## src/rtl/icache_direct.sv

```systemverilog
// rtl/icache_direct.sv - direct-mapped read-only instruction cache with single-word miss fill
module icache_direct #(
    parameter int SETS = 16
) (
    input  logic        CLK,
    input  logic        RST,
    input  logic        imemREN,
    input  logic [31:0] imemaddr,
    output logic        ihit,
    output logic [31:0] imemload,
    output logic        iREN,
    output logic [31:0] iaddr,
    input  logic        iwait,
    input  logic [31:0] iload,
    input  logic        flush,
    output logic [31:0] hit_count
);

    localparam int IDX_W = $clog2(SETS);
    localparam int TAG_W = 30 - IDX_W;

    typedef enum logic {
        IDLE,
        FETCH
    } state_t;

    state_t            state_q, state_d;
    logic [31:0]       miss_addr_q, miss_addr_d;
    logic              flush_pending_q, flush_pending_d;
    logic [31:0]       hit_count_q, hit_count_d;
    logic [SETS-1:0]   valid_q, valid_d;
    logic              iren_q, iren_d;
    logic [31:0]       iaddr_q, iaddr_d;

    logic [TAG_W-1:0]  tag_q  [SETS];
    logic [31:0]       data_q [SETS];

    logic [IDX_W-1:0]  req_idx;
    logic [TAG_W-1:0]  req_tag;
    logic [IDX_W-1:0]  fill_idx;
    logic              hit;
    logic              fill_we;
    logic              unused_offset;

    assign req_idx       = imemaddr[IDX_W+1:2];
    assign req_tag       = imemaddr[31:IDX_W+2];
    assign fill_idx      = miss_addr_q[IDX_W+1:2];
    assign unused_offset = ^imemaddr[1:0];

    // Hit lookup is purely combinational so a hit costs no extra cycle; FETCH never reports a hit
    always_comb begin
        hit     = (state_q == IDLE) && imemREN && valid_q[req_idx] && (tag_q[req_idx] == req_tag);
        fill_we = (state_q == FETCH) && !iwait;
    end

    assign ihit      = hit;
    assign imemload  = hit ? data_q[req_idx] : 32'h0;
    assign iREN      = iren_q;
    assign iaddr     = iaddr_q;
    assign hit_count = hit_count_q;

    // Next-state logic: miss capture, fill completion, and deferred flush after an in-flight fill
    always_comb begin
        state_d         = state_q;
        miss_addr_d     = miss_addr_q;
        flush_pending_d = flush_pending_q;
        valid_d         = valid_q;
        hit_count_d     = hit_count_q + 32'(hit);
        case (state_q)
            IDLE: begin
                if (imemREN && !hit) begin
                    state_d     = FETCH;
                    miss_addr_d = {imemaddr[31:2], 2'b00};
                end
                if (flush || flush_pending_q) begin
                    valid_d         = '0;
                    flush_pending_d = 1'b0;
                end
            end
            FETCH: begin
                if (flush) begin
                    flush_pending_d = 1'b1;
                end
                if (!iwait) begin
                    state_d           = IDLE;
                    valid_d[fill_idx] = 1'b1;
                end
            end
            default: state_d = IDLE;
        endcase
        iren_d  = (state_d == FETCH);
        iaddr_d = (state_d == FETCH) ? miss_addr_d : 32'h0;
    end

    // Control state and registered memory-side outputs
    always_ff @(posedge CLK) begin
        if (RST) begin
            state_q         <= IDLE;
            miss_addr_q     <= 32'h0;
            flush_pending_q <= 1'b0;
            hit_count_q     <= 32'h0;
            valid_q         <= '0;
            iren_q          <= 1'b0;
            iaddr_q         <= 32'h0;
        end else begin
            state_q         <= state_d;
            miss_addr_q     <= miss_addr_d;
            flush_pending_q <= flush_pending_d;
            hit_count_q     <= hit_count_d;
            valid_q         <= valid_d;
            iren_q          <= iren_d;
            iaddr_q         <= iaddr_d;
        end
    end

    // Tag and data arrays; only a completing fill writes them, one frame per cycle
    always_ff @(posedge CLK) begin
        if (fill_we && !RST) begin
            tag_q[fill_idx]  <= miss_addr_q[31:IDX_W+2];
            data_q[fill_idx] <= iload;
        end
    end

endmodule
```

## config.mk

```make
export PLATFORM = sky130hd
export DESIGN_NAME = icache_direct
export DESIGN_NICKNAME = d
export VERILOG_FILES = /design/src/rtl/icache_direct.sv
export SDC_FILE = /design/constraint.sdc
export NUM_CORES = 1
export LEC_CHECK = 0
export ABC_AREA = 1
export ABC_CLOCK_PERIOD_IN_PS = 16300
export CAP_MARGIN = 25
export CORE_UTILIZATION = 50
export CTS_CLUSTER_DIAMETER = 200
export DETAILED_ROUTE_END_ITERATION = 8
export GPL_ROUTABILITY_DRIVEN = 1
export PLACE_DENSITY = 0.68
export REMOVE_ABC_BUFFERS = 1
export SKIP_CTS_REPAIR_TIMING = 1
export SLEW_MARGIN = 20
export SYNTH_ARGS = -nofsm -noshare
export SYNTH_HDL_FRONTEND = slang
export SYNTH_SLANG_ARGS = --single-unit
export TNS_END_PERCENT = 1
```

## constraint.sdc

```tcl
create_clock -name CLK -period 16.3 [get_ports CLK]
set_input_delay 1.63 -clock CLK [delete_from_list [all_inputs] [get_ports CLK]]
set_output_delay 1.63 -clock CLK [all_outputs]
set_load 0.02 [all_outputs]
```

---- After elaboration in Yosys (flattened, before gate mapping) ----
Memories as Yosys holds them, arrays and structs flattened.
Cells that the tools add are included.
cells by class
  add/sub/neg operators ................... 1
  $lt $le $gt $ge ......................... 3
  equality and inequality tests ........... 4
  mux-type cells .......................... 18
  bitwise logic cells ..................... 3
  reductions and logical operators ........ 14
operators by type and width
  operator                                                                 number
  32-bit 2-to-1 mux                                                        3
  32-bit by 1-bit adder with 32-bit output                                 1
  16-bit 2-to-1 mux                                                        2
  16-bit case mux with 2 select lines                                      1
  26-bit equality test                                                     1
  16-bit OR                                                                1
  4-bit by 5-bit < comparator with 1-bit output, second input constant     2
  1-bit 2-to-1 mux                                                         8
  1-bit logical AND                                                        7
  1-bit binary-select mux with 4-bit select                                1
  1-bit demux with 4-bit select                                            1
  4-bit by 1-bit >= comparator with 1-bit output, second input constant    1
  2-bit inequality test, second input constant                             2
  1-bit case mux with 2 select lines                                       2
  2-bit AND reduction                                                      2
  1-bit logical NOT                                                        3
  2-bit by 1-bit inequality test with 1-bit output, second input constant  1
  1-bit inverter                                                           2
  2-bit OR reduction                                                       1
  1-bit logical OR                                                         1
storage, ports and cells
  bits in registers ....................... 114
  bits in writable memories ............... 928
  input bits .............................. 69
  output and inout bits ................... 98
  logic and storage cells ................. 51
  memories ................................ 2
memories
  memory  words  bits a word  rd ports  clocked after Yosys merged registers in  write ports  RTL line  RTL
  data_q  16     32           1         0                                        1            36        logic [31:0] data_q [SETS];
  tag_q   16     26           1         0                                        1            35        logic [TAG_W-1:0] tag_q [SETS];

---- Depth between registers and ports, before layout ----
  depth after elaboration ................. 10
  mapped depth ............................ 34
  gate-level depth less buffers ........... 31

---- Worst setup path before layout ----
No wires, ideal clock.
  path type ............................... input port to flip-flop
  start ................................... input port iwait
  end ..................................... memory data_q[1][0], enable pin
  library setup time ...................... 0.545 ns
  data arrival time ....................... 6.064 ns
  path slack .............................. 9.691 ns
  cell stages on the path ................. 4
  cells stage by stage .................... nor2_1 > nand2_1 > clkbuf_1 > nor3_1
on the way
  cells in the longest elaborated chain, start to end .. 5
RTL lines
  item                                    RTL line  RTL
  start, declared                         13        input logic iwait,
  1-bit logical NOT                       n/a
  1-bit logical AND                       53        fill_we = (state_q == FETCH) && !iwait;
  1-bit logical AND                       118       if (fill_we && !RST) begin
  1-bit 2-to-1 mux                        118
  1-bit 2-to-1 mux (implied by the code)  120       data_q[fill_idx] <= iload;
  end, declared                           36
Every way passes these cells.

---- Worst setup path after layout ----
  start ................................... input port imemaddr[2]
  end ..................................... output port imemload[23]
on the way
  cells in the longest elaborated chain, start to end .. 5
RTL lines
  item                                                                        RTL line  RTL
  start, declared                                                             8         input logic [31:0] imemaddr,
  parallel branches: the longest is 4 deep, another holds memory 16 x 26 bit  n/a
  32-bit 2-to-1 mux *                                                         57        assign imemload = hit ? data_q[req_idx] : 32'h0;
  end, declared                                                               10        output logic [31:0] imemload,
Mark *: on every way between the ends. The select of a mux whose other input is x is not followed.

==> impl_metrics.yaml <==
status:
  outcome: "completed"
synthesis:
  seq_area_frac_synth: 0.718
  syn_avg_cell_area_um2: 11.5
  synth_warnings: 0
  yosysUniqueCellTypes: 35
  syn_area_mm2: 0.0420
  ys_ff_latch: 1042
  netlist_instances: 3649
route:
  drtIter0Drc: 2998
  wire_per_inst_um: 22.4
  drt-pass1-iter-count: 6
  postRouteWirelength_um: 110000
  via_per_inst: 5.74
  ant_nets: 0
  drc: 0
  vias: 28300
global_routing:
  grt_pass1_vias: 26700
  top_usage_layer: "met2"
  grt_usage: 0.255
  globalRouteMet2Util: 0.420
  grt_overflow: 0
  met3_usage: 0.0350
  antenna_found_initial: 2
  grt_pass1_wl_um: 163000
  grt_max_degree: 201
  grt_util_met1: 0.348
run:
  max_cap_violations: 0
finish:
  areaGrowthSynthToFinish_pct: 14.2
  post-route-util: 0.581
  drive_gt1_frac: 0.0624
  final_nets: 3828
  fillers: 6478
  fin_area_mm2: 0.0480
power_and_ir_drop:
  leakagePower_nw: 17.4
  peakVddDrop_mv: 0.0822
  power_density_mw_per_mm2: 118
critical_path:
  crit_path_max_fanout: 200
  timing.rr.start: "tag_q[0][0]$_DFFE_PP_"
  worstSetupPathType: "in2out"
  r2r_slack_ns: 11.78
  rr_worst_depth: 29
  reg2reg_to: "hit_count[28]$_SDFF_PP0_"
  path_common_cell: "nand2_1"
  arrival_ns: 7.16
  endpoint_kind: "output port"
  worst_path_largest_cell_delay_ns: 0.89
  critPathRequiredTime_ns: 14.67
  crit_chain: "buf_8, clkinv_8, buf_4, buf_4, nand2_1, nand2_1, nand2_1, nand3_1, nand3_1, nand2_1, nand2_1, nand2_1, nand2_1, nor3_1, nand3b_1, nor2_2, inv_2, nor2_1, clkdlybuf4s50_1"
  cpMaxStageDelayCell: "buf_4"
  cp-start-kind: "primary input"
timing:
  whs_ns: 0.442
  slew_viol_final: 0
  hold_viol: 0
  final.period_utilization: 0.539
  final.setup.tns_ns: 0
  worstMarginPinSlew_ns: 1.13
  rsz0062_at_grt: "false"
  timing.fmax_mhz: 114
  max_slew_margin: 0.245
  skew_ns: 0.0288
  layout_min_cycle_time_ns: 8.79
  setup_viol: 0
clocking:
  cts.sinks: 1042
  htree_levels: 3
  clk_path_buf_depth: 3
  cts_tree: "yes"
  insertion_delay_ns: 0.68
  cts-buffers-inserted: 105
  root_buffer: "clkbuf_16"
  path_clk_slew_ns: 0.06
floorplanning:
  initial_core_util: 0.508
  rows: 105
  die_h_um: 292
  die_area_mm2: 0.0852
  io_pins: 167
  fp.dieW_um: 292
  coreArea_mm2: 0.0826
placement:
  port_buffers: 164
  hpwlAfterDp_um: 54100
  placed_area_mm2: 0.0445
  place_congestion: 0.834
hold_path:
  holdPathStages: 2
  hold_class: "reg2reg"
  min_to: "miss_addr_q[1]$_SDFF_PP0_"
  hp-start: "miss_addr_q[1]$_SDFF_PP0_"
cell usage after synthesis:
library cell  instances  area, um2
nor2_2                1       6.26
clkbuf_1            122        458
or2_1                 1       6.26
buf_2                58        290
o21ai_0              74        370
nand4_1              16        100
edfxtp_1            928      27900
nand3_1             302       1510
o31ai_1              30        225
o32ai_1               2       17.5
dfxtp_1             114       2280
ha_1                  2       25.0
nor2_1              276       1040
a221oi_1            102        893
or2_2                 4       25.0
nand3b_1              1       7.51
o211ai_1             29        218
inv_1               256        961
buf_4                18        135
o21a_1                5       37.5
inv_2                 4       15.0
o21ai_1               9       45.0
buf_6                 2       22.5
and3_1                2       12.5
buf_1                19       71.3
clkinv_1              2       7.51
nor4_1                2       12.5
xor2_1                4       35.0
a31oi_1               8       50.1
nor3_1               35        175
nand2_2               2       12.5
a21oi_1             272       1360
nand2_1             920       3450
a311o_1              26        260
inv_4                 1       6.26
cell usage in the layout, fill, tap and decap left out, drive strengths merged, types with 2 or more instances in the layout:
master / netlist / routed
o21ai: 83 / 83
buf: 97 / 61
nand4: 16 / 16
bufinv: 0 / 8
nand3: 302 / 302
nor2: 277 / 277
and3: 2 / 2
nand2: 922 / 922
clkinv: 2 / 47
inv: 261 / 265
a31oi: 8 / 8
clkbuf: 122 / 137
nor4: 2 / 2
o211ai: 29 / 29
xor2: 4 / 4
o32ai: 2 / 2
o31ai: 30 / 30
clkdlybuf4s50: 0 / 159
a221oi: 102 / 102
o21a: 5 / 5
clkinvlp: 0 / 3
nor3: 35 / 35
a21oi: 272 / 272
edfxtp: 928 / 928
ha: 2 / 2
or2: 5 / 5
dfxtp: 114 / 114
a311o: 26 / 26
metal layers:
metal  up-vias  routed length, um
met5         -                  0
met4         0               3410
met3       208               8570
met2      1193              53200
met1     13800              44800
li1      13100                  -
cell families (layout without fill, tap and decap cells):
logic type,count (synthesis),in the layout,synth area share
AOI/OAI and AO/OA,557,557,0.0828
xor gates and xnor gates,4,4,0.000834
adders and majority gates,2,2,0.000596
buffers and inverters,482,680,0.0468
DFF,1042,1042,0.718
other,0,1,0
and+or+nand+nor,1562,1562,0.151
final cells by class:
type / instances / area [um2] / share of cell area
sequential: 1042 / 30100 / 0.628
multi-input combinational: 2125 / 9980 / 0.208
clock buffer: 137 / 2860 / 0.0597
timing repair buffer: 220 / 2090 / 0.0435
tap: 1070 / 1340 / 0.0279
inverter: 263 / 1010 / 0.0212
clock inverter: 60 / 533 / 0.0111
antenna: 1 / 2.50 / 0.0000522
report_power, final:
| part | internal (W) | switching, W | leakage (nW) |
|---|---|---|---|
| Combinational | 0.0000975 | 0.000233 | 6.40 |
| Sequential | 0.00293 | 0.0000260 | 9.34 |
| Clock | 0.00137 | 0.00100 | 1.66 |
| Total | 0.00440 | 0.00126 | 17.4 |
flip-flops by register name, summed over array words and instances, names as in the netlist:
signal,cells
hit_count,32
flush_pending_q,1
iREN,1
miss_addr_q,32
tag_q,416
valid_q,16
data_q,512
iaddr,32
critical path: cells and delay by family:
| family | cells | cell delay [ns] |
|---|---|---|
| buf+inv | 6 | 3.56 |
| simple gates | 13 | 1.72 |
worst max-delay path by stage:
stage                     start      endpoint  cells past startpoint
CTS                 imemaddr[2]  imemload[23]                     19
global route        imemaddr[2]  imemload[23]                     19
finish              imemaddr[2]  imemload[23]                     19
detailed placement  imemaddr[2]  imemload[23]                     19
global placement    imemaddr[2]  imemload[23]                     19
floorplan           imemaddr[3]   imemload[0]                     13
per-stage QoR:
| stage | setup WS, ns | total power, W | instances |
|---|---|---|---|
| floorplan | 8.84 | 0.00318 | 3430 |
| global placement | 7.50 | 0.00333 | 4717 |
| detailed placement | 7.45 | 0.00334 | 4718 |
| CTS | 7.45 | 0.00568 | 4915 |
| global route | 7.08 | 0.00582 | 4918 |
| finish | 7.51 | 0.00566 | 4918 |
Note: power is estimated with default switching activity, not from simulation.
